[src/rtl/uk101_uart_pkg.sv]
// Shared definitions for the UK101 text-feed path: sequencer states, ASCII
// constants and the byte translation applied on the way into the RX register.
// Optional build macro: ASCII_FEED_UPCASE_EN folds lowercase letters to uppercase.
package uk101_uart_pkg;

   typedef enum logic [2:0] {
      IDLE,
      ARMED,
      FETCH,
      LATCH,
      PRESENT,
      GAP,
      DONE
   } feed_state_t;

   localparam logic [7:0] ASCII_LF   = 8'h0A;
   localparam logic [7:0] ASCII_CR   = 8'h0D;
   localparam int         RX_RDY_BIT = 7;

   // BASIC expects CR as the line terminator, and the stock ROMs only parse uppercase
   function automatic logic [7:0] feed_translate(input logic [7:0] raw);
      logic [7:0] result;
      result = raw;
      if (raw == ASCII_LF) begin
         result = ASCII_CR;
      end
`ifdef ASCII_FEED_UPCASE_EN
      else if ((raw >= 8'h61) && (raw <= 8'h7A)) begin
         result = raw - 8'h20;
      end
`else
      else begin
         result = raw;
      end
`endif
      return result;
   endfunction

endpackage

[src/rtl/ascii_gap_timer.sv]
// Loadable down-counter that paces character delivery; it parks at zero and
// raises its zero flag until the next load.
module ascii_gap_timer #(
   parameter int WIDTH = 19
) (
   input  logic             clk25,
   input  logic             rst_n,
   input  logic             load,
   input  logic [WIDTH-1:0] load_value,
   output logic             zero
);

   logic [WIDTH-1:0] count;

   always_ff @(posedge clk25 or negedge rst_n) begin
      if (!rst_n) begin
         count <= '0;
      end else if (load) begin
         count <= load_value;
      end else if (count != '0) begin
         count <= count - 1'b1;
      end
   end

   assign zero = (count == '0);

endmodule

[src/rtl/ascii_feed_ctrl.sv]
// Replays a downloaded text buffer into the UK101 ACIA-style RX data/status pair,
// pacing characters so BASIC keeps up. Optional macro: ASCII_FEED_UPCASE_EN.
module ascii_feed_ctrl
   import uk101_uart_pkg::*;
#(
   parameter int ADDR_W   = 16,
   parameter int CHAR_GAP = 4000,
   parameter int CR_GAP   = 400000
) (
   input  logic              clk25,
   input  logic              rst_n,
   input  logic              dl_active,
   input  logic              dl_wr,
   input  logic [ADDR_W-1:0] dl_addr,
   output logic [ADDR_W-1:0] buf_addr,
   input  logic [7:0]        buf_data,
   input  logic              cs,
   input  logic              address,
   output logic [7:0]        dout,
   output logic              feeding
);

   localparam int GAP_MAX = (CR_GAP > CHAR_GAP) ? CR_GAP : CHAR_GAP;
   localparam int GAP_W   = (GAP_MAX < 2) ? 1 : $clog2(GAP_MAX + 1);

   feed_state_t       state;
   feed_state_t       state_next;
   logic              dl_active_q;
   logic              dl_rise;
   logic [ADDR_W-1:0] last_addr;
   logic              have_data;
   logic              rx_rdy;
   logic [7:0]        rx_data;
   logic [7:0]        rx_status;
   logic              cpu_data_rd;
   logic              consume;
   logic              gap_load;
   logic [GAP_W-1:0]  gap_value;
   logic              gap_zero;

   assign dl_rise     = dl_active & ~dl_active_q;
   assign cpu_data_rd = cs & ~address;
   assign consume     = (state == PRESENT) & cpu_data_rd & ~dl_rise;

   // An abort reloads the timer with zero so a cancelled gap cannot linger
   assign gap_load  = consume | dl_rise;
   assign gap_value = dl_rise ? '0 :
                      (rx_data == ASCII_CR) ? GAP_W'(CR_GAP) : GAP_W'(CHAR_GAP);

   ascii_gap_timer #(
      .WIDTH(GAP_W)
   ) u_gap_timer (
      .clk25     (clk25),
      .rst_n     (rst_n),
      .load      (gap_load),
      .load_value(gap_value),
      .zero      (gap_zero)
   );

   always_ff @(posedge clk25 or negedge rst_n) begin
      if (!rst_n) begin
         state <= IDLE;
      end else begin
         state <= state_next;
      end
   end

   // A new download overrides everything; otherwise walk the fetch/present/gap loop
   always_comb begin
      state_next = state;
      if (dl_rise) begin
         state_next = ARMED;
      end else begin
         case (state)
            IDLE: begin
               state_next = IDLE;
            end
            ARMED: begin
               if (!dl_active) begin
                  state_next = have_data ? FETCH : IDLE;
               end
            end
            FETCH: begin
               state_next = LATCH;
            end
            LATCH: begin
               state_next = PRESENT;
            end
            PRESENT: begin
               if (cpu_data_rd) begin
                  state_next = GAP;
               end
            end
            GAP: begin
               if (gap_zero) begin
                  state_next = (buf_addr == last_addr) ? DONE : FETCH;
               end
            end
            DONE: begin
               state_next = IDLE;
            end
            default: begin
               state_next = IDLE;
            end
         endcase
      end
   end

   // Download extent capture; a write in the rising-edge cycle still counts
   always_ff @(posedge clk25 or negedge rst_n) begin
      if (!rst_n) begin
         dl_active_q <= 1'b0;
         last_addr   <= '0;
         have_data   <= 1'b0;
      end else begin
         dl_active_q <= dl_active;
         if (dl_rise) begin
            have_data <= 1'b0;
         end
         if (dl_active && dl_wr) begin
            last_addr <= dl_addr;
            have_data <= 1'b1;
         end
      end
   end

   // End-of-buffer compare happens before the increment, so the top address never wraps
   always_ff @(posedge clk25 or negedge rst_n) begin
      if (!rst_n) begin
         buf_addr <= '0;
      end else if ((state == ARMED) && (state_next == FETCH)) begin
         buf_addr <= '0;
      end else if ((state == GAP) && (state_next == FETCH)) begin
         buf_addr <= buf_addr + 1'b1;
      end
   end

   always_ff @(posedge clk25 or negedge rst_n) begin
      if (!rst_n) begin
         rx_rdy  <= 1'b0;
         rx_data <= 8'h00;
      end else if (dl_rise) begin
         rx_rdy <= 1'b0;
      end else if (state == LATCH) begin
         rx_rdy  <= 1'b1;
         rx_data <= feed_translate(buf_data);
      end else if (consume) begin
         rx_rdy <= 1'b0;
      end
   end

   always_comb begin
      rx_status             = 8'h00;
      rx_status[RX_RDY_BIT] = rx_rdy;
   end

   // CPU read port; dout holds the last value read between accesses
   always_ff @(posedge clk25 or negedge rst_n) begin
      if (!rst_n) begin
         dout <= 8'h00;
      end else if (cs) begin
         dout <= address ? rx_status : rx_data;
      end
   end

   always_ff @(posedge clk25 or negedge rst_n) begin
      if (!rst_n) begin
         feeding <= 1'b0;
      end else begin
         feeding <= (state_next inside {FETCH, LATCH, PRESENT, GAP});
      end
   end

endmodule

[config.mk]
export PLATFORM = sky130hd
export DESIGN_NAME = ascii_feed_ctrl
export DESIGN_NICKNAME = d
export VERILOG_FILES = /design/src/rtl/uk101_uart_pkg.sv /design/src/rtl/ascii_gap_timer.sv /design/src/rtl/ascii_feed_ctrl.sv
export SDC_FILE = /design/constraint.sdc
export NUM_CORES = 1
export LEC_CHECK = 0
export BUFFER_PORTS_ARGS = -buffer_cell sky130_fd_sc_hd__buf_2
export CAP_MARGIN = 15
export CORE_MARGIN = 1.5
export CORE_UTILIZATION = 60
export CTS_CLUSTER_DIAMETER = 150
export DETAILED_ROUTE_END_ITERATION = 16
export PLACE_DENSITY = 0.83
export SLEW_MARGIN = 20
export SYNTH_ARGS = -nofsm -noshare
export SYNTH_HDL_FRONTEND = slang
export SYNTH_SLANG_ARGS = --single-unit
[constraint.sdc]
create_clock -name clk25 -period 6.9 [get_ports clk25]
set_clock_uncertainty 0.05 [all_clocks]
set_input_delay 1.035 -clock clk25 [delete_from_list [all_inputs] [get_ports clk25]]
set_output_delay 1.035 -clock clk25 [all_outputs]
set_load 0.01 [all_outputs]
# After elaboration in Yosys (flattened, before gate mapping)
# Index checks and enable logic that the tools add are counted.
# Widths: inputs -> output; s select.
[op_classes]
add_sub_neg = 2
eq_ne = 12
n_mux = 20
bitwise_logic = 8
n_reduce_logical = 11
[ops]
columns = ["operator", "n"]
rows = [
  ["$mux 19", 4],
  ["$mux 16", 2],
  ["$logic_not 19->1", 1],
  ["$reduce_bool 19->1", 1],
  ["$sub 19x1->19 const B", 1],
  ["$add 16x1->16 const B", 1],
  ["$eq 16x16->1", 1],
  ["$eq 8x4->1 const B", 2],
  ["$mux 8", 2],
  ["$mux 3", 5],
  ["$pmux 3 s5", 1],
  ["$eq 3x2->1 const B", 4],
  ["$eq 3x3->1 const B", 4],
  ["$reduce_bool 2->1", 3],
  ["$mux 1", 5],
  ["$and 1x1->1", 4],
  ["$reduce_bool 4->1", 1],
  ["$eq 3x1->1 const B", 1],
  ["$logic_and 1x1->1", 3],
  ["$not 1->1", 3],
  ["$reduce_bool 3->1", 1],
  ["$mux 2", 1],
  ["$reduce_and 2->1", 1],
  ["$or 1x1->1", 1],
]
[word_totals]
reg_bits = 74
input_bits = 30
elab_cells = 63

# Depth between registers and ports, before layout
# Gate-level depths: netlist (run 1).
[logic_depth]
ltp_word = 9
ltp_mapped = 10

# Cells and area by module
# Synthesis (run 1) repeated with hierarchy kept, for this count alone.
[unflattened]
hier_cells = 380
area_unflattened_um2 = 3814.9
[by_module_without_submodules]
columns = ["module", "n_inst", "cells_per_inst", "area_per_inst_um2", "seq_area_each_um2"]
rows = [
  ["ascii_feed_ctrl", 1, 253, 2697.6, 1376.3],
  ["ascii_gap_timer", 1, 127, 1117.3, 475.5],
]

# Worst setup path after synthesis (run 1)
# No wires, ideal clock.
[synth_path]
kind = "input-to-reg"
from = "in dl_active"
to = "reg rx_data[0]"
setup_time_ns = 0.121
arrival_ns = 2.382
setup_slack_ns = 4.346
stages = 5
n_path_buf = 1
path_cell_list = "nor2b_1 > clkbuf_1 > nor4b_2 > o41ai_1 > o22a_1"
[synth_via]
elab_chain_len = 3
[synth_lines]
columns = ["element", "line_no", "text"]
rows = [
  ["start, declared", "ascii_feed_ctrl.sv:12", "input logic dl_active,"],
  ["$and 1x1->1", "ascii_feed_ctrl.sv:41", "assign dl_rise = dl_active & ~dl_active_q;"],
  ["$not 1->1 (no source line)", "n/a", ""],
  ["$reduce_and 2->1 (no source line)", "n/a", ""],
  ["end signal, assigned", "ascii_feed_ctrl.sv:146", "rx_data <= feed_translate(buf_data);"],
  ["end, declared", "ascii_feed_ctrl.sv:33", "logic [7:0] rx_data;"],
]
# No other way between the ends.
# A chain may end at the register's enable or synchronous reset.

# Final worst setup path (run 1)
[layout_path]
from = "in dl_active"
to = "reg buf_addr[8]"
[layout_via]
elab_chain_len = 6
word_cells_on_any_way = 9
cone_classes = "eq/ne: 1; mux: 4; bitwise: 1; reduce/logical: 3"
[layout_lines]
columns = ["element", "line_no", "text"]
rows = [
  ["$mux 3", "ascii_feed_ctrl.sv:79", "if (!dl_active) begin"],
  ["$pmux 3 s5", "ascii_feed_ctrl.sv:74", "case (state)"],
  ["$mux 3 (*)", "ascii_feed_ctrl.sv:71", "if (dl_rise) begin"],
  ["$eq 3x2->1 (*)", "ascii_feed_ctrl.sv:131, ascii_feed_ctrl.sv:133", ""],
  ["$logic_and 1x1->1, on equally long branches", "ascii_feed_ctrl.sv:131, ascii_feed_ctrl.sv:133", ""],
  ["$mux 16 / $reduce_bool 2->1 (equally long branches)", "n/a", ""],
  ["end signal, assigned", "ascii_feed_ctrl.sv:134", "buf_addr <= buf_addr + 1'b1;"],
  ["end, declared", "ascii_feed_ctrl.sv:15", "output logic [ADDR_W-1:0] buf_addr,"],
]
# Every way passes the cells marked *; elsewhere a longest branch is shown, timed or not.

==> impl_metrics.prom, run 1 <==
# TYPE chip_impl_metric gauge
chip_impl_metric{name="globalRouteTotalUtil",unit=""} 0.265
chip_impl_metric{name="cts-hold-fix-buffers",unit=""} 0
chip_impl_metric{name="vdd_ir_drop_max",unit="V"} 0.000218
chip_impl_metric{name="floorplan.core_area",unit="um^2"} 6030
chip_impl_metric{name="grt_antenna_before_repair",unit=""} 0
chip_impl_metric{name="finalWeightedCongestion",unit=""} 0.855
chip_impl_metric{name="path_clk_slew",unit="ns"} 0.07
chip_impl_metric{name="post-cts-setup-buffers",unit=""} 0
chip_impl_metric{name="part_of_the_cycle_the_worst_path_needs",unit=""} 0.522
chip_impl_metric{name="cap_viol_max_count",unit=""} 0
chip_impl_metric{name="vias_in_the_first_global_route",unit=""} 2862
chip_impl_metric{name="ant_nets",unit=""} 0
chip_impl_metric{name="synthCells",unit=""} 370
chip_impl_metric{name="mapped_cell_area",unit="um^2"} 3810
chip_impl_info{name="dominantRegCellSynth",value="sky130_fd_sc_hd__dfrtp_1"} 1
chip_impl_info{name="critical_path.startpoint_type",value="input pin"} 1
chip_impl_metric{name="drt_pass1_iterations",unit=""} 5
chip_impl_metric{name="initial_standard_cell_utilization_of_the_core",unit=""} 0.633
chip_impl_metric{name="die_area",unit="um^2"} 6840
chip_impl_metric{name="synth.top_cell.area_share",unit=""} 0.486
chip_impl_metric{name="route.vias.total",unit=""} 3005
chip_impl_info{name="end_kind",value="register"} 1
chip_impl_metric{name="layout-area-overhead-vs-synth",unit="%"} 14.3
chip_impl_metric{name="timing.final.max_slew_violations",unit=""} 0
chip_impl_metric{name="report.power.total",unit="mW"} 1.60
chip_impl_info{name="cts.root.buffer_cell",value="sky130_fd_sc_hd__clkbuf_8"} 1
chip_impl_info{name="hold_path_class",value="register to register"} 1
chip_impl_metric{name="post_synth_num_cell_types",unit=""} 47
chip_impl_metric{name="cts_resized",unit=""} 0
chip_impl_metric{name="ant_cells",unit=""} 0
chip_impl_metric{name="avgSynthCellArea",unit="um^2"} 10.3
chip_impl_metric{name="clk-insertion-delay-late",unit="ns"} 0.36
chip_impl_info{name="cts_tree",value="built"} 1
chip_impl_metric{name="critPathArrivalTime",unit="ns"} 3.83
chip_impl_metric{name="routed_wl",unit="um"} 8140
chip_impl_metric{name="power.static_leakage",unit="nW"} 2.07
chip_impl_metric{name="cts-htree-levels",unit=""} 3
chip_impl_info{name="unrepaired_setup_endpoints_after_global_routing",value="false"} 1
chip_impl_metric{name="die_h",unit="um"} 82.7
chip_impl_metric{name="power_per_unit_of_standard_cell_area",unit="nW/um^2"} 366
chip_impl_info{name="mostFrequentLayoutCell",value="sky130_fd_sc_hd__dfrtp_1"} 1
chip_impl_metric{name="syn_warnings",unit=""} 0
chip_impl_metric{name="timing.final.hold_violations",unit=""} 0
chip_impl_metric{name="final.setup.tns",unit="ns"} 0
chip_impl_metric{name="maximum_number_of_pins_on_one_net_before_global_route_repair",unit=""} 75
chip_impl_metric{name="overflow",unit=""} 0
chip_impl_metric{name="synth_fp_nets",unit=""} 403
chip_impl_metric{name="slew_headroom",unit=""} 0.322
chip_impl_metric{name="dp_hpwl",unit="um"} 5420
chip_impl_metric{name="synth_enable_flop_cells",unit=""} 0
chip_impl_metric{name="nNetsFinal",unit=""} 456
chip_impl_metric{name="numCtsBuffers",unit=""} 9
chip_impl_metric{name="final_layout_size_suffix_gt1_frac",unit=""} 0.232
chip_impl_metric{name="fillCellCount",unit=""} 445
chip_impl_metric{name="max_freq",unit="MHz"} 278
chip_impl_metric{name="crit_path_max_fanout",unit=""} 24
chip_impl_metric{name="floorplan.die.width",unit="um"} 82.7
chip_impl_metric{name="wl_per_cell",unit="um"} 16.2
chip_impl_info{name="run_status",value="finished, final reports clean"} 1
chip_impl_metric{name="route.detailed.drc",unit=""} 0
chip_impl_info{name="timing.setup.critical_path_class",value="input pin to register"} 1
chip_impl_metric{name="via_to_cell_ratio",unit=""} 5.99
chip_impl_metric{name="rows",unit=""} 28
chip_impl_info{name="layout_common_cells",value="sky130_fd_sc_hd__dfrtp_1 (74), sky130_fd_sc_hd__buf_2 (54), sky130_fd_sc_hd__nand2_1 (32)"} 1
chip_impl_metric{name="ctsLongestPathBuffers",unit=""} 2
chip_impl_metric{name="finalCriticalPeriod",unit="ns"} 3.60
chip_impl_metric{name="ys_async_sr_fraction",unit=""} 1.00
chip_impl_metric{name="critPathRequiredTime",unit="ns"} 7.13
chip_impl_metric{name="port_buffer_cells",unit=""} 54
chip_impl_info{name="synth.area.top_cells",value="sky130_fd_sc_hd__dfrtp_1 (49%), sky130_fd_sc_hd__xor2_1 (6.7%), sky130_fd_sc_hd__mux2_2 (6.5%)"} 1
chip_impl_metric{name="max_slew.worst_pin.slew",unit="ns"} 1.01
chip_impl_metric{name="detail_route.iter0.violations",unit=""} 271
chip_impl_metric{name="synth-seq-area-share",unit=""} 0.486
chip_impl_metric{name="finalSetupViolCount",unit=""} 0
chip_impl_metric{name="finish.instance_area",unit="um^2"} 4360
chip_impl_metric{name="dpl-instance-area",unit="um^2"} 4130
chip_impl_metric{name="grt_pass1_wl",unit="um"} 13300
chip_impl_metric{name="clock_sink_count",unit=""} 74
chip_impl_info{name="synthDominantAreaCellType",value="sky130_fd_sc_hd__dfrtp_1"} 1
chip_impl_metric{name="yosys_register_bits",unit=""} 74
chip_impl_metric{name="io-pin-count",unit=""} 55
cells in the mapped netlist (all sizes together) (10+ instances only):
| master | n |
|---|---|
| a21oi | 11 |
| dfrtp | 74 |
| inv | 13 |
| mux2 | 22 |
| nand2 | 33 |
| nand2b | 10 |
| nand3 | 15 |
| nand4 | 15 |
| nor2 | 22 |
| nor3 | 13 |
| nor4 | 12 |
| o21ai | 10 |
| or4 | 10 |
| xor2 | 29 |
sequential cells by signal, indices dropped and copies added, names as in the netlist:
register           flops
state                  3
dl_active_q            1
feeding                1
buf_addr              16
dout                   8
rx_rdy                 1
rx_data                8
u_gap_timer.count     19
last_addr             16
have_data              1
worst paths after layout:
path	startpoint	end	slack, ns	cells past startpoint
worst min-delay path	have_data	have_data	0.44	2
worst min register to register	have_data	have_data	0.44	2
min in group asynchronous	rst_n	u_gap_timer.count[16]	0.81	2
worst max register to register	state[1]	buf_addr[8]	3.48	6
max in group asynchronous	rst_n	buf_addr[10]	5.36	2
worst max-delay path	dl_active	buf_addr[8]	3.30	7
cell type report:
type                            count  area (um^2)  area share
Timing Repair Buffer               56          285      0.0654
Clock buffer                       10          128      0.0293
Multi-Input combinational cell    269         1850       0.424
Tap cell                           75         93.8      0.0215
Sequential cell                    74         1850       0.425
Inverter                           13         48.8      0.0112
Clock inverter                      5          104      0.0238
per-layer routing:
layer,up-vias,routed length (um),GRT usage
li1,1433,-,-
met1,1466,3620,0.362
met2,91,3970,0.401
met3,15,434,0.0758
met4,0,121,0.0983
met5,-,0,0
cell families (layout without fill, tap and decap cells):
logic type               Yosys count  in the layout  share of synthesized area
AO/OA/AOI/OAI                     46             46                     0.0814
XOR/XNOR                          35             35                     0.0804
adder cells (fa/ha/maj)            3              3                    0.00984
buffers and inverters             27             84                     0.0295
flip-flops                        74             74                      0.486
multiplexers                      31             31                     0.0886
AND/OR/NAND/NOR                  154            154                      0.225
critical path, cell delays in order:
cell	delay (ns)
sky130_fd_sc_hd__buf_2	0.14
sky130_fd_sc_hd__nor2_1	0.12
sky130_fd_sc_hd__nand3_1	0.63
sky130_fd_sc_hd__a31oi_1	1.02
sky130_fd_sc_hd__nand4_1	0.27
sky130_fd_sc_hd__or4_1	0.45
sky130_fd_sc_hd__a21boi_0	0.17
where the power goes:
group          internal, mW  total (mW)  switching, mW
Clock                 0.238       0.396          0.157
Combinational         0.224       0.546          0.323
Sequential            0.546       0.654          0.108
stage by stage:
step,utilization,hold slack (ns),cells,setup WS (ns)
2_1_floorplan,-,0.397,370,4.35
5_1_grt,0.724,0.471,502,3.05
6_report,0.724,0.437,502,3.30
3_3_place_gp,0.685,0.409,487,3.21
3_5_place_dp,0.685,0.421,487,3.07
4_1_cts,0.724,0.445,502,3.38
Power figures use the tool's default switching activity.
==> run 2, diff against run 1 <==
--- a/config.mk
+++ b/config.mk
@@ -8,10 +8,10 @@
 export BUFFER_PORTS_ARGS = -buffer_cell sky130_fd_sc_hd__buf_2
 export CAP_MARGIN = 15
 export CORE_MARGIN = 1.5
-export CORE_UTILIZATION = 60
+export CORE_UTILIZATION = 52
 export CTS_CLUSTER_DIAMETER = 150
 export DETAILED_ROUTE_END_ITERATION = 16
-export PLACE_DENSITY = 0.83
+export PLACE_DENSITY = 0.76
 export SLEW_MARGIN = 20
 export SYNTH_ARGS = -nofsm -noshare
 export SYNTH_HDL_FRONTEND = slang
==> constraint.sdc (replaced) <==
create_clock -name clk25 -period 3.15 [get_ports clk25]
set_clock_uncertainty 0.05 [all_clocks]
set_input_delay 0.4725 -clock clk25 [delete_from_list [all_inputs] [get_ports clk25]]
set_output_delay 0.4725 -clock clk25 [all_outputs]
set_load 0.01 [all_outputs]
==> run 2 against run 1 <==
Hold slack lost 0.32 ns. Final area grew 1.2%. Critical endpoint is now buf_addr[0]. Combinational power up 130%. Critical path depth grew 1. Worst setup slack got worse by 3.0 ns. Global-route usage is 3.7 points lower. Non-clock buffer count up 3.
==> impl_metrics.prom, run 2 (synthesis results as in run 1) <==
# TYPE chip_impl_metric gauge
chip_impl_info{name="run_status",value="finished, final reports clean"} 1
chip_impl_metric{name="worst-r2r-setup-slack",unit="ns"} 0.27
chip_impl_metric{name="clk-insertion-delay-late",unit="ns"} 0.35
chip_impl_metric{name="vias_in_the_first_global_route",unit=""} 2797
chip_impl_metric{name="cts-htree-levels",unit=""} 3
chip_impl_metric{name="power_per_unit_of_standard_cell_area",unit="nW/um^2"} 788
chip_impl_info{name="timing.setup.critical_path_class",value="register to register"} 1
chip_impl_metric{name="part_of_the_cycle_the_worst_path_needs",unit=""} 0.914
chip_impl_metric{name="grt_pass1_wl",unit="um"} 13700
chip_impl_metric{name="final_layout_size_suffix_gt1_frac",unit=""} 0.239
chip_impl_metric{name="overflow",unit=""} 0
chip_impl_metric{name="final.hold.worst_slack",unit="ns"} 0.115
chip_impl_metric{name="power.static_leakage",unit="nW"} 2.08
chip_impl_info{name="critical_path.startpoint",value="u_gap_timer.count[0]"} 1
chip_impl_metric{name="port_buffer_cells",unit=""} 54
chip_impl_metric{name="max_freq",unit="MHz"} 347
chip_impl_metric{name="ant_cells",unit=""} 0
chip_impl_metric{name="io-pin-count",unit=""} 55
chip_impl_info{name="worst_reg2reg_startpoint",value="u_gap_timer.count[0]"} 1
chip_impl_metric{name="drt_pass1_iterations",unit=""} 5
chip_impl_metric{name="die_area",unit="um^2"} 7860
chip_impl_metric{name="floorplan.die.width",unit="um"} 88.6
chip_impl_metric{name="fillCellCount",unit=""} 581
chip_impl_metric{name="wl_per_cell",unit="um"} 15.4
chip_impl_info{name="end_kind",value="register"} 1
chip_impl_metric{name="cts-hold-fix-buffers",unit=""} 0
chip_impl_metric{name="largest_register_ff_count",unit=""} 19
chip_impl_metric{name="detail_route.iter0.violations",unit=""} 258
chip_impl_metric{name="post-cts-setup-buffers",unit=""} 0
chip_impl_info{name="hold_path_class",value="input pin to async pin"} 1
chip_impl_metric{name="route.vias.total",unit=""} 2965
chip_impl_metric{name="ctsLongestPathBuffers",unit=""} 2
chip_impl_metric{name="ant_nets",unit=""} 0
chip_impl_metric{name="final.setup.tns",unit="ns"} 0
chip_impl_info{name="mostFrequentLayoutCell",value="sky130_fd_sc_hd__dfrtp_1"} 1
chip_impl_info{name="layout_common_cells",value="sky130_fd_sc_hd__dfrtp_1 (74), sky130_fd_sc_hd__buf_2 (54), sky130_fd_sc_hd__nand2_1 (32)"} 1
chip_impl_metric{name="finalWeightedCongestion",unit=""} 0.859
chip_impl_info{name="critical_path.startpoint_type",value="register"} 1
chip_impl_metric{name="rows",unit=""} 31
chip_impl_metric{name="crit_path_max_fanout",unit=""} 24
chip_impl_metric{name="via_to_cell_ratio",unit=""} 5.59
chip_impl_info{name="biggestRegsByFlops",value="u_gap_timer.count x19, buf_addr x16, last_addr x16"} 1
chip_impl_metric{name="route.detailed.drc",unit=""} 0
chip_impl_metric{name="cts_resized",unit=""} 0
chip_impl_info{name="cts.root.buffer_cell",value="sky130_fd_sc_hd__clkbuf_8"} 1
chip_impl_metric{name="max_slew.worst_pin.slew",unit="ns"} 0.937
chip_impl_metric{name="cap_viol_max_count",unit=""} 0
chip_impl_info{name="cts_tree",value="built"} 1
chip_impl_metric{name="clock_sink_count",unit=""} 74
chip_impl_metric{name="floorplan.core_area",unit="um^2"} 7180
chip_impl_metric{name="grt_antenna_before_repair",unit=""} 0
chip_impl_metric{name="finalSetupViolCount",unit=""} 0
chip_impl_metric{name="initial_standard_cell_utilization_of_the_core",unit=""} 0.531
chip_impl_metric{name="timing.final.hold_violations",unit=""} 0
chip_impl_metric{name="numCtsBuffers",unit=""} 9
chip_impl_metric{name="vdd_ir_drop_max",unit="V"} 0.000355
chip_impl_metric{name="path_clk_slew",unit="ns"} 0.08
chip_impl_info{name="regToRegEndpoint",value="buf_addr[0]"} 1
chip_impl_info{name="unrepaired_setup_endpoints_after_global_routing",value="false"} 1
chip_impl_metric{name="slew_headroom",unit=""} 0.374
chip_impl_metric{name="critPathArrivalTime",unit="ns"} 3.06
chip_impl_metric{name="critPathRequiredTime",unit="ns"} 3.33
chip_impl_metric{name="finalCriticalPeriod",unit="ns"} 2.88
chip_impl_info{name="crit_path_end",value="buf_addr[0]"} 1
chip_impl_metric{name="timing.final.max_slew_violations",unit=""} 0
chip_impl_metric{name="dp_hpwl",unit="um"} 5960
chip_impl_metric{name="r2r_cells",unit=""} 8
chip_impl_metric{name="layout-area-overhead-vs-synth",unit="%"} 15.7
chip_impl_metric{name="maximum_number_of_pins_on_one_net_before_global_route_repair",unit=""} 44
chip_impl_metric{name="globalRouteTotalUtil",unit=""} 0.227
chip_impl_info{name="largest_register",value="u_gap_timer.count"} 1
chip_impl_metric{name="routed_wl",unit="um"} 8170
chip_impl_metric{name="die_h",unit="um"} 88.6
chip_impl_metric{name="nNetsFinal",unit=""} 459
==> run 2: power breakdown <==
group	switching [mW]	total [mW]	internal, mW
sequential	0.237	1.43	1.20
clock	0.362	0.811	0.449
combinational	0.728	1.23	0.504
total	1.33	3.48	2.15
==> run 2: area by class of cell <==
class	instances	area [um^2]	area share
inverter	13	48.8	0.0111
sequential	74	1850	0.420
multi-input combinational	269	1850	0.419
timing repair buffer	59	320	0.0726
tap	99	124	0.0281
clock buffer	10	128	0.0289
clock inverter	6	90.1	0.0204
==> run 2: worst min-delay path by stage <==
stage / from / endpoint / slack [ns] / depth (start not counted)
global placement: rx_rdy / rx_rdy / 0.41 / 1
global route: rst_n / u_gap_timer.count[10] / 0.17 / 1
detailed placement: rx_data[1] / dout[1] / 0.43 / 2
floorplan: rst_n / buf_addr[0] / 0.13 / 0
finish: rst_n / u_gap_timer.count[10] / 0.12 / 1
CTS: rst_n / u_gap_timer.count[10] / 0.14 / 1
==> run 2: critical path: stages, from the launching register on <==
cell	delay (ns)
sky130_fd_sc_hd__dfrtp_1	0.40
sky130_fd_sc_hd__inv_1	0.14
sky130_fd_sc_hd__ha_1	0.16
sky130_fd_sc_hd__nor3b_1	0.37
sky130_fd_sc_hd__nand2_1	0.19
sky130_fd_sc_hd__nor3_4	0.38
sky130_fd_sc_hd__a31oi_4	0.30
sky130_fd_sc_hd__nor3_1	0.39
sky130_fd_sc_hd__mux2_2	0.38
==> run 2: layer usage <==
metal  global-route usage  part of all wire  vias to the layer above  routed length, um
li1                     -                 -                     1440                  -
met1                0.326              0.46                     1438               3730
met2                0.348              0.49                       78               3990
met3               0.0476             0.043                        9                350
met4               0.0696             0.012                        0                 97
met5                    0                 0                        -                  0
==> run 2: per-stage QoR <==
stage	instances	power (mW)	cell area [um^2]	setup WS, ns	utilization
6_report	530	3.48	4410	0.271	0.615
5_1_grt	530	3.71	4410	0.0484	0.615
4_1_cts	530	3.49	4410	0.286	0.615
3_5_place_dp	514	2.67	4190	0.373	0.584
3_3_place_gp	514	2.60	4190	0.562	0.584
2_1_floorplan	370	2.36	3810	0.764	-
==> run 3, diff against run 2 <==
--- a/config.mk
+++ b/config.mk
@@ -11,6 +11,7 @@
 export CORE_UTILIZATION = 52
 export CTS_CLUSTER_DIAMETER = 150
 export DETAILED_ROUTE_END_ITERATION = 16
+export MAX_ROUTING_LAYER = met4
 export PLACE_DENSITY = 0.76
 export SLEW_MARGIN = 20
 export SYNTH_ARGS = -nofsm -noshare
==> run 3 against run 2 <==
Via count up 0.47%. Sequential power about the same. Global-route usage up 0.76 points. Sequential share of layout area unchanged. Fmax down 0.15%. Highest routed layer unchanged. Die area unchanged. Clock-buffer cell count unchanged. Non-clock buffer count unchanged. Utilization unchanged.
==> impl_metrics.prom, run 3 (synthesis results as in run 1) <==
# TYPE chip_impl_metric gauge
chip_impl_metric{name="critPathArrivalTime",unit="ns"} 3.06
chip_impl_metric{name="internal_power",unit="mW"} 2.15
chip_impl_info{name="end_kind",value="register"} 1
chip_impl_metric{name="timing.final.max_slew_violations",unit=""} 0
chip_impl_metric{name="ant_nets",unit=""} 0
chip_impl_metric{name="path_clk_slew",unit="ns"} 0.09
chip_impl_metric{name="p_sw",unit="mW"} 1.33
chip_impl_metric{name="finalSetupViolCount",unit=""} 0
chip_impl_metric{name="met2WireLength",unit="um"} 3940
chip_impl_metric{name="slew_headroom",unit=""} 0.373
chip_impl_metric{name="cts_resized",unit=""} 0
chip_impl_metric{name="finalCriticalPeriod",unit="ns"} 2.88
chip_impl_metric{name="ctsLongestPathBuffers",unit=""} 2
chip_impl_metric{name="power_per_unit_of_standard_cell_area",unit="nW/um^2"} 789
chip_impl_metric{name="clock_sink_count",unit=""} 74
chip_impl_metric{name="worst-r2r-setup-slack",unit="ns"} 0.27
chip_impl_info{name="critical_path.startpoint",value="u_gap_timer.count[0]"} 1
chip_impl_metric{name="report.power.total",unit="mW"} 3.48
chip_impl_metric{name="p_comb_frac",unit=""} 0.354
chip_impl_info{name="timing.setup.critical_path_class",value="register to register"} 1
chip_impl_info{name="biggestRegsByFlops",value="u_gap_timer.count x19, buf_addr x16, last_addr x16"} 1
chip_impl_metric{name="maximum_number_of_pins_on_one_net_before_global_route_repair",unit=""} 44
chip_impl_metric{name="routed_metal_1_wire_length",unit="um"} 3850
chip_impl_metric{name="seq_power_share",unit=""} 0.412
chip_impl_info{name="run_status",value="finished, final reports clean"} 1
chip_impl_info{name="path_cells",value="inv_1 > ha_1 > nor3b_1 > nand2_1 > nor3_4 > a31oi_4 > nor3_1 > mux2_2"} 1
chip_impl_metric{name="largest_register_ff_count",unit=""} 19
chip_impl_metric{name="ant_cells",unit=""} 0
chip_impl_metric{name="io-pin-count",unit=""} 55
chip_impl_metric{name="route.vias.total",unit=""} 2979
chip_impl_info{name="worst_reg2reg_startpoint",value="u_gap_timer.count[0]"} 1
chip_impl_metric{name="cpPeakStageDelay",unit="ns"} 0.40
chip_impl_metric{name="grt_antenna_before_repair",unit=""} 0
chip_impl_metric{name="globalRouteTotalUtil",unit=""} 0.235
chip_impl_metric{name="route.detailed.drc",unit=""} 0
chip_impl_metric{name="max_freq",unit="MHz"} 347
chip_impl_metric{name="initial_standard_cell_utilization_of_the_core",unit=""} 0.531
chip_impl_metric{name="power.static_leakage",unit="nW"} 2.08
chip_impl_metric{name="grt_pass1_wl",unit="um"} 13700
chip_impl_metric{name="cts-hold-fix-buffers",unit=""} 0
chip_impl_metric{name="nNetsFinal",unit=""} 459
chip_impl_metric{name="cts-htree-levels",unit=""} 3
chip_impl_info{name="crit_path_end",value="buf_addr[0]"} 1
chip_impl_info{name="critical_path.startpoint_type",value="register"} 1
chip_impl_metric{name="crit_path_max_fanout",unit=""} 24
chip_impl_metric{name="r2r_cells",unit=""} 8
chip_impl_metric{name="dp_hpwl",unit="um"} 5960
chip_impl_metric{name="numCtsBuffers",unit=""} 9
chip_impl_metric{name="via_to_cell_ratio",unit=""} 5.62
chip_impl_metric{name="clk-insertion-delay-late",unit="ns"} 0.35
chip_impl_info{name="layout_common_cells",value="sky130_fd_sc_hd__dfrtp_1 (74), sky130_fd_sc_hd__buf_2 (54), sky130_fd_sc_hd__nand2_1 (32)"} 1
chip_impl_metric{name="timing.final.hold_violations",unit=""} 0
chip_impl_metric{name="vias_in_the_first_global_route",unit=""} 2801
chip_impl_metric{name="cap_viol_max_count",unit=""} 0
chip_impl_info{name="top_signal_layer_used",value="met4"} 1
chip_impl_info{name="regToRegEndpoint",value="buf_addr[0]"} 1
chip_impl_info{name="mostFrequentLayoutCell",value="sky130_fd_sc_hd__dfrtp_1"} 1
chip_impl_metric{name="critPathRequiredTime",unit="ns"} 3.33
chip_impl_metric{name="part_of_the_cycle_the_worst_path_needs",unit=""} 0.915
chip_impl_metric{name="overflow",unit=""} 0
chip_impl_metric{name="final_layout_size_suffix_gt1_frac",unit=""} 0.239
chip_impl_metric{name="layout-area-overhead-vs-synth",unit="%"} 15.7
chip_impl_metric{name="final.setup.tns",unit="ns"} 0
chip_impl_metric{name="vdd_ir_drop_max",unit="V"} 0.000356
chip_impl_metric{name="post-cts-setup-buffers",unit=""} 0
chip_impl_metric{name="swShare",unit=""} 0.382
chip_impl_info{name="crit_path_top_delay_cell",value="sky130_fd_sc_hd__dfrtp_1"} 1
chip_impl_metric{name="met3WireLength",unit="um"} 366
chip_impl_metric{name="floorplan.die.width",unit="um"} 88.6
chip_impl_metric{name="drt_pass1_iterations",unit=""} 4
chip_impl_info{name="hold_path_class",value="input pin to async pin"} 1
chip_impl_info{name="cts_tree",value="built"} 1
chip_impl_metric{name="detail_route.iter0.violations",unit=""} 236
chip_impl_info{name="largest_register",value="u_gap_timer.count"} 1
chip_impl_metric{name="die_h",unit="um"} 88.6
chip_impl_metric{name="max_slew.worst_pin.slew",unit="ns"} 0.938
chip_impl_metric{name="die_area",unit="um^2"} 7860
chip_impl_metric{name="wl_per_cell",unit="um"} 15.5
chip_impl_metric{name="fillCellCount",unit=""} 581
chip_impl_metric{name="rows",unit=""} 31
chip_impl_info{name="unrepaired_setup_endpoints_after_global_routing",value="false"} 1
chip_impl_metric{name="floorplan.core_area",unit="um^2"} 7180
chip_impl_info{name="cts.root.buffer_cell",value="sky130_fd_sc_hd__clkbuf_8"} 1
chip_impl_metric{name="routed_wl",unit="um"} 8230
chip_impl_metric{name="port_buffer_cells",unit=""} 54
chip_impl_metric{name="share_clk_of_total_power",unit=""} 0.234
chip_impl_metric{name="finalWeightedCongestion",unit=""} 0.873
run 3: area by class of cell:
class                   instances  area [um^2]  area share
flip-flops and latches         74         1850       0.420
multi-input cells             269         1850       0.419
repair buffers                 59          320      0.0726
clock buffers                  10          128      0.0289
well taps                      99          124      0.0281
clock inverters                 6         90.1      0.0204
inverters                      13         48.8      0.0111
run 3: worst max-delay path: cells and delay by family (launching register included):
kind / cells / cell delay, ns
fa+ha+maj: 1 / 0.16
compound gates: 1 / 0.30
flops: 1 / 0.40
mux: 1 / 0.38
buf+inv: 1 / 0.14
simple gates: 4 / 1.34
run 3: worst min-delay path by stage:
stage / end / cells after the start
2_1_floorplan: buf_addr[0] / 0
3_3_place_gp: rx_rdy / 1
3_5_place_dp: dout[1] / 2
6_report: u_gap_timer.count[10] / 1
4_1_cts: u_gap_timer.count[10] / 1
5_1_grt: u_gap_timer.count[10] / 1
run 3: layer usage:
layer | vias to the layer above | global-route usage
met5 | - | -
met4 | 0 | 0.0909
met3 | 9 | 0.0317
met2 | 89 | 0.348
met1 | 1436 | 0.329
li1 | 1445 | -
run 3: power by group through the flow:
stage               clock (mW)  sequential, mW  combinational [mW]
global route             0.865            1.47                1.38
finish                   0.813            1.43                1.23
CTS                      0.823            1.43                1.23
detailed placement           0            1.45                1.22
floorplan                    0            1.40               0.959
global placement             0            1.43                1.17
run 3: stage by stage:
stage               instances  hold slack, ns   util  worst slack [ns]  instance area [um^2]
floorplan                 370           0.127      -             0.764                  3810
global placement          514           0.412  0.584             0.562                  4190
detailed placement        514           0.432  0.584             0.373                  4190
CTS                       530           0.137  0.615             0.286                  4410
global route              530           0.176  0.615            0.0445                  4410
finish                    530           0.113  0.615             0.267                  4410
